[config.mk]
export PLATFORM = sky130hd
export DESIGN_NAME = rmst_to_fifo_tile_strided
export DESIGN_NICKNAME = d
export VERILOG_FILES = /design/src/rtl/rmst_to_fifo_tile_strided.sv
export SDC_FILE = /design/constraint.sdc
export NUM_CORES = 1
export LEC_CHECK = 0
export BUFFER_PORTS_ARGS = -buffer_cell sky130_fd_sc_hd__buf_2
export CORE_MARGIN = 5
export CORE_UTILIZATION = 39
export CTS_BUF_LIST = sky130_fd_sc_hd__clkbuf_4 sky130_fd_sc_hd__clkbuf_8
export CTS_CLUSTER_DIAMETER = 150
export CTS_CLUSTER_SIZE = 16
export DETAILED_ROUTE_END_ITERATION = 6
export GPL_TIMING_DRIVEN = 0
export MAX_ROUTING_LAYER = met4
export SLEW_MARGIN = 20
export SYNTH_ARGS = -nofsm -noshare
export SYNTH_HDL_FRONTEND = slang
export SYNTH_SLANG_ARGS = --single-unit
[constraint.sdc]
create_clock -name clk -period 10.99 [get_ports clk]
set_clock_uncertainty 0.2 [all_clocks]
set_input_delay 2.7475 -clock clk [delete_from_list [all_inputs] [get_ports clk]]
set_output_delay 2.7475 -clock clk [all_outputs]
set_load 0.02 [all_outputs]
[src/rtl/rmst_to_fifo_tile_strided.sv]
// Strided 2-D tile loader: issues row-bounded bursts on the Avalon read master
// under an outstanding-word credit limit, then unpacks XDW-bit beats into
// DW-bit words for a downstream FIFO that signals almost-full.
`timescale 1ns/1ps
module rmst_to_fifo_tile_strided #(
  parameter int DW         = 32,
  parameter int XDW        = 128,
  parameter int XAW        = 32,
  parameter int CW         = 16,
  parameter int WCNT       = XDW / DW,
  parameter int BLEN       = 8,
  parameter int FIFO_CAP   = 64,
  parameter int LANE_ORDER = 0
) (
  input  logic           clk,
  input  logic           rst,
  input  logic           start,
  input  logic [XAW-1:0] cfg_base_addr,
  input  logic [CW-1:0]  cfg_row_words,
  input  logic [CW-1:0]  cfg_rows,
  input  logic [XAW-1:0] cfg_row_stride,
  output logic           busy,
  output logic           done,
  output logic           cfg_err,
  output logic           rmst_fixed_location,
  output logic [XAW-1:0] rmst_read_base,
  output logic [CW-1:0]  rmst_read_length,
  output logic           rmst_go,
  input  logic           rmst_done,
  output logic           rmst_user_read_buffer,
  input  logic [XDW-1:0] rmst_user_buffer_data,
  input  logic           rmst_user_data_available,
  output logic [DW-1:0]  out_data,
  output logic           out_push,
  input  logic           out_almost_full
);

  localparam int LW  = (WCNT > 1) ? $clog2(WCNT) : 1;
  localparam int CW1 = CW + 1;
  localparam logic [XAW-1:0] BPW_A  = XAW'(DW / 8);
  localparam logic [CW-1:0]  BPW_C  = CW'(DW / 8);
  localparam logic [CW-1:0]  BLEN_C = CW'(BLEN);
  localparam logic [CW-1:0]  WCNT_C = CW'(WCNT);
  localparam logic [CW:0]    CAP_C  = CW1'(FIFO_CAP);
  localparam logic [LW-1:0]  LAST_L = LW'(WCNT - 1);

  typedef enum logic [1:0] {IDLE, ISSUE, GAP, DRAIN} state_t;

  state_t         state_q, state_d;
  logic           gap_q;
  logic           cfg_err_q;
  logic [XAW-1:0] row_addr_q, stride_q;
  logic [CW-1:0]  col_q, row_idx_q, rows_q, row_words_q, total_q;
  logic [CW-1:0]  issued_q, pushed_q;

  logic           full_q, live_q;
  logic [LW-1:0]  lane_q;
  logic [XDW-1:0] beat_q;

  logic [2*CW-1:0] prod;
  logic            cfg_bad, accept;
  logic [CW-1:0]   rem, bw, outstanding;
  logic            credit_ok, row_end;
  logic            push, pop, last_lane;
  logic [LW-1:0]   sel;

  assign prod        = {{CW{1'b0}}, cfg_row_words} * {{CW{1'b0}}, cfg_rows};
  assign cfg_bad     = (cfg_row_words == '0) || (cfg_rows == '0) ||
                       ((cfg_row_words % WCNT_C) != '0) || (prod[2*CW-1:CW] != '0);
  assign accept      = (state_q == IDLE) && start && !cfg_bad;
  assign rem         = row_words_q - col_q;
  assign bw          = (rem > BLEN_C) ? BLEN_C : rem;
  assign outstanding = issued_q - pushed_q;
  assign credit_ok   = ({1'b0, outstanding} + {1'b0, bw}) <= CAP_C;
  assign row_end     = (col_q + bw) == row_words_q;

  // Burst sequencing: issue under credit, wait out the GAP, then drain pushes
  always_comb begin
    state_d          = state_q;
    rmst_go          = 1'b0;
    rmst_read_base   = '0;
    rmst_read_length = '0;
    done             = 1'b0;
    unique case (state_q)
      IDLE:  if (accept) state_d = ISSUE;
      ISSUE: begin
        rmst_read_base   = row_addr_q + XAW'(col_q) * BPW_A;
        rmst_read_length = bw * BPW_C;
        if (rmst_done && credit_ok) begin
          rmst_go = 1'b1;
          state_d = GAP;
        end
      end
      GAP:   if (gap_q) state_d = (row_idx_q != rows_q) ? ISSUE : DRAIN;
      DRAIN: if (pushed_q == total_q) begin
        done    = 1'b1;
        state_d = IDLE;
      end
      default: state_d = IDLE;
    endcase
  end

  // Control state: FSM, tile geometry, address walk and word counters
  always_ff @(posedge clk or negedge rst) begin
    if (!rst) begin
      state_q     <= IDLE;
      gap_q       <= 1'b0;
      cfg_err_q   <= 1'b0;
      row_addr_q  <= '0;
      stride_q    <= '0;
      col_q       <= '0;
      row_idx_q   <= '0;
      rows_q      <= '0;
      row_words_q <= '0;
      total_q     <= '0;
      issued_q    <= '0;
      pushed_q    <= '0;
    end else begin
      state_q <= state_d;
      gap_q   <= (state_q == GAP) ? ~gap_q : 1'b0;
      if (state_q == IDLE && start && cfg_bad) cfg_err_q <= 1'b1;
      if (accept) begin
        cfg_err_q   <= 1'b0;
        row_addr_q  <= cfg_base_addr;
        stride_q    <= cfg_row_stride;
        row_words_q <= cfg_row_words;
        rows_q      <= cfg_rows;
        total_q     <= prod[CW-1:0];
        col_q       <= '0;
        row_idx_q   <= '0;
        issued_q    <= '0;
        pushed_q    <= '0;
      end else if (push) begin
        pushed_q <= pushed_q + 1'b1;
      end
      if (rmst_go) begin
        issued_q <= issued_q + bw;
        if (row_end) begin
          col_q      <= '0;
          row_addr_q <= row_addr_q + stride_q;
          row_idx_q  <= row_idx_q + 1'b1;
        end else begin
          col_q <= col_q + bw;
        end
      end
    end
  end

  // Unpacker: the last lane's push and the next beat's pop share a cycle so
  // beats stream without a bubble; live_q keeps pops off while in reset.
  assign push      = full_q && !out_almost_full;
  assign last_lane = (lane_q == LAST_L);
  assign pop       = live_q && rmst_user_data_available && (!full_q || (push && last_lane));
  assign sel       = (LANE_ORDER != 0) ? (LAST_L - lane_q) : lane_q;

  // Holder occupancy and lane pointer
  always_ff @(posedge clk or negedge rst) begin
    if (!rst) begin
      live_q <= 1'b0;
      full_q <= 1'b0;
      lane_q <= '0;
    end else begin
      live_q <= 1'b1;
      if (pop) begin
        full_q <= 1'b1;
        lane_q <= '0;
      end else if (push) begin
        if (last_lane) begin
          full_q <= 1'b0;
          lane_q <= '0;
        end else begin
          lane_q <= lane_q + 1'b1;
        end
      end
    end
  end

  // Beat holder data, captured on pop
  always_ff @(posedge clk) begin
    if (pop) beat_q <= rmst_user_buffer_data;
  end

  assign out_data              = full_q ? beat_q[sel*DW +: DW] : '0;
  assign out_push              = push;
  assign rmst_user_read_buffer = pop;
  assign busy                  = (state_q != IDLE);
  assign cfg_err               = cfg_err_q;
  assign rmst_fixed_location   = 1'b0;

endmodule

==> results.md <==
* Routed via count at 23200
* Total power at 6.48 mW
* Wire per inst at 18.7 µm
* Fill cell count at 7341
* Worst-Margin Slew at 0.976 ns
* Vias/cell at 5.22
* Worst reg2reg path startpoint: col_q[2]
* DRT Pass-1 Iters at 5
* R2R Path End: row_addr_q[12]
* Yosys cell types at 86
* Reg2reg path depth at 30
* Syn Inst Count at 3102
* Post-synth EDFFs at 128
* Top-level I/O count at 317
* Total die area at 0.0794 mm²
* CTS clk-pin slew, worst paths at 0.11 ns
* Num CTS Buffers at 23
* Hold crit path type: reg -> reg
* Peak supply drop at 0.000285 V
* CP Capture Type: flop
* IO Port Bufs at 295
* Pwr per Cell Area at 201 mW/mm²
* Post-place setup slack at -2.02 ns
* Status: completed
* Initial Util at 0.394
* Hold path endpoint: gap_q
* Post-Syn Area at 0.0288 mm²
* Biggest register: beat_q
* Biggest regs: beat_q (128), row_addr_q (32), stride_q (32)
* Max FO, Critical Path at 11
* Yosys reg bits at 312
* Maximum clock rate at 94.1 MHz
* R2r setup slk at 2.43 ns
* WP data required at 11.31 ns
* Antenna violations before repair at 8
* Die height at 282 µm
* Slew headroom at 0.349
* Number of flip-flops in the largest register at 128
* Root Buffer: clkbuf_8
* First-pass GRT wire length at 130 mm
* CTS tree: built
* Final Setup Violations at 0
* Setup TNS Final at 0 ns
* Layout cells sized above 1 at 0.141
* Drt total wl at 83.0 mm
* Fin. Hold Viols at 0
* Grt ovf at 0
* Synth Flop Type: dfrtp_1
* Final Max Tran Viols at 0
* Final HPWL DP at 68.0 mm
* Final ANT Viol Nets at 0
* Dpl cells at 4403
* Final #Nets at 4107
* Die width at 282 µm
* WS Path Type: in -> reg
* H-tree levels at 1
* Startpoint Class: input pin
* Site Rows at 99
* Total GRT Usage at 0.212
* Period utilisation layout at 0.967
* Post-synthesis async set-or-reset flop share at 0.590
* Data arrival time of the worst path at 10.94 ns
* Leakage at 15.3 nW
* Worst setup margin at 0.362 ns
* Worst hold start: gap_q
* DRT iter0 DRCs at 1522
* Syn_area_per_cell at 9.28 µm²
* Core area at 0.0731 mm²
* Post-synthesis sequential area ratio at 0.293
* GP Congestion at 0.949
* Post-CTS Hold Buffers at 0
* Hold Path Cell Cnt at 1
* Min cycle time layout at 10.63 ns
* RSZ-0062 raised after global routing: yes
* Final Non-Filler Cells at 4438
* CTS max path bufs at 3
* Clock latency on the worst-skew pair at 0.62 ns
* CTS Sinks at 312
* Area delta synth->final at 12.1%
* Vias in the first global route at 23100
* Ys Warns at 0
* Residual DRC at 0
* MaxCap Viol Count at 0
* Largest net degree at the start of global routing at 91
worst max path at each step:
stage / from / to / slack (ns) / cells after the start
finish: cfg_row_words[4] / rows_q[4] / 0.36 / 25
detailed placement: cfg_row_words[8] / stride_q[13] / -2.02 / 32
global route: cfg_rows[1] / row_words_q[11] / -0.00006 / 31
global placement: cfg_row_words[8] / stride_q[20] / -2.00 / 32
CTS: cfg_row_words[8] / stride_q[22] / 0.01 / 26
floorplan: cfg_rows[1] / row_words_q[10] / 0.44 / 32
synth_stat cells (all sizes together), types with 13 or more instances:
| cell | count | area [µm²] |
|---|---|---|
| nand2 | 458 | 1720 |
| fa | 201 | 4020 |
| nand2b | 27 | 169 |
| nor4 | 29 | 194 |
| inv | 285 | 1070 |
| mux2 | 34 | 387 |
| xnor2 | 110 | 963 |
| a21boi | 13 | 97.6 |
| o21a | 16 | 120 |
| a21oi | 142 | 711 |
| nand3 | 68 | 340 |
| mux4 | 32 | 721 |
| buf | 36 | 224 |
| nor3 | 58 | 302 |
| a21o | 39 | 293 |
| and3 | 33 | 206 |
| ha | 221 | 2770 |
| dfrtp | 184 | 4600 |
| a22o | 13 | 114 |
| nor2b | 34 | 213 |
| a211oi | 19 | 143 |
| a2111oi | 13 | 114 |
| o21bai | 25 | 188 |
| and2 | 180 | 1130 |
| edfxtp | 128 | 3840 |
| xor2 | 62 | 543 |
| or3 | 19 | 119 |
| clkbuf | 102 | 383 |
| nor2 | 194 | 731 |
| nor3b | 16 | 120 |
| mux2i | 18 | 180 |
| nand4 | 29 | 181 |
| o21ai | 105 | 526 |
kinds of logic after synthesis:
group           share of synthesized area
simple gates                        0.200
compound gates                      0.114
fa+ha+maj                           0.237
buf+inv                            0.0584
flops                               0.293
xor+xnor                           0.0523
mux                                0.0447
other cells                      0.000261
report_power, final:
group | internal [mW] | switching [mW]
logic | 1.84 | 2.69
clock network | 0.230 | 0.390
registers | 1.29 | 0.0431
per-layer routing:
metal	wire, µm	global-route usage
met5	0	-
met4	1540	0.0417
met3	4420	0.0209
met2	39900	0.344
met1	37100	0.294
critical path, cell delays in order:
cell,delay [ns]
clkbuf_1,0.36
clkbuf_2,0.38
nand2_1,0.12
fa_1,0.50
fa_1,0.57
fa_1,0.44
fa_1,0.51
fa_1,0.45
fa_1,0.56
inv_1,0.06
ha_1,0.33
a21oi_1,0.28
nor3b_1,0.26
o211ai_1,0.20
a31o_2,0.29
and2_1,0.18
o41ai_1,0.47
o211ai_1,0.15
or4_1,0.42
or4_4,0.57
buf_2,0.29
buf_2,0.29
clkbuf_1,0.29
nand2_1,0.14
nand2_1,0.05
area by class of cell:
cell class / instances / area (µm²) / area share
clock buffer: 33 / 392 / 0.0121
antenna: 13 / 32.5 / 0.00101
sequential: 312 / 8450 / 0.262
tap: 959 / 1200 / 0.0372
buffer: 123 / 599 / 0.0186
timing repair buffer: 303 / 1660 / 0.0513
inverter: 286 / 1070 / 0.0333
multi-input combinational: 2406 / 18900 / 0.584
clock inverter: 3 / 20.0 / 0.000620
cells in the final DEF, fill, tap and decap left out, types with 57 or more instances in the layout:
cell type  netlist  final
inv_1          285    286
nor3_1          57     57
buf_2            5    301
nor2_1         193    193
a21oi_1        142    142
fa_1           201    201
nand2_1        458    458
clkbuf_1       102     61
nand3_1         68     68
ha_1           221    221
edfxtp_1       128    128
dfrtp_1        184    184
and2_1         179    179
o21ai_0         93     93
xor2_1          62     62
xnor2_1        110    110
metrics by stage:
stage	hold WS [ns]	util	instance area (µm²)
after global placement	0.218	0.433	31600
after global routing	0.263	0.441	32300
final	0.238	0.442	32300
after detailed placement	0.216	0.435	31800
after CTS	0.235	0.441	32200
after floorplan	0.200	-	28900
timing repair:
action / in CTS / in global routing
pin swaps: 0 / 1
endpoints found under the setup margin: 161 / 133
gates resized for setup: 23 / 33
buffers inserted: 0 / 1
Note: power is estimated with default switching activity, not from simulation.
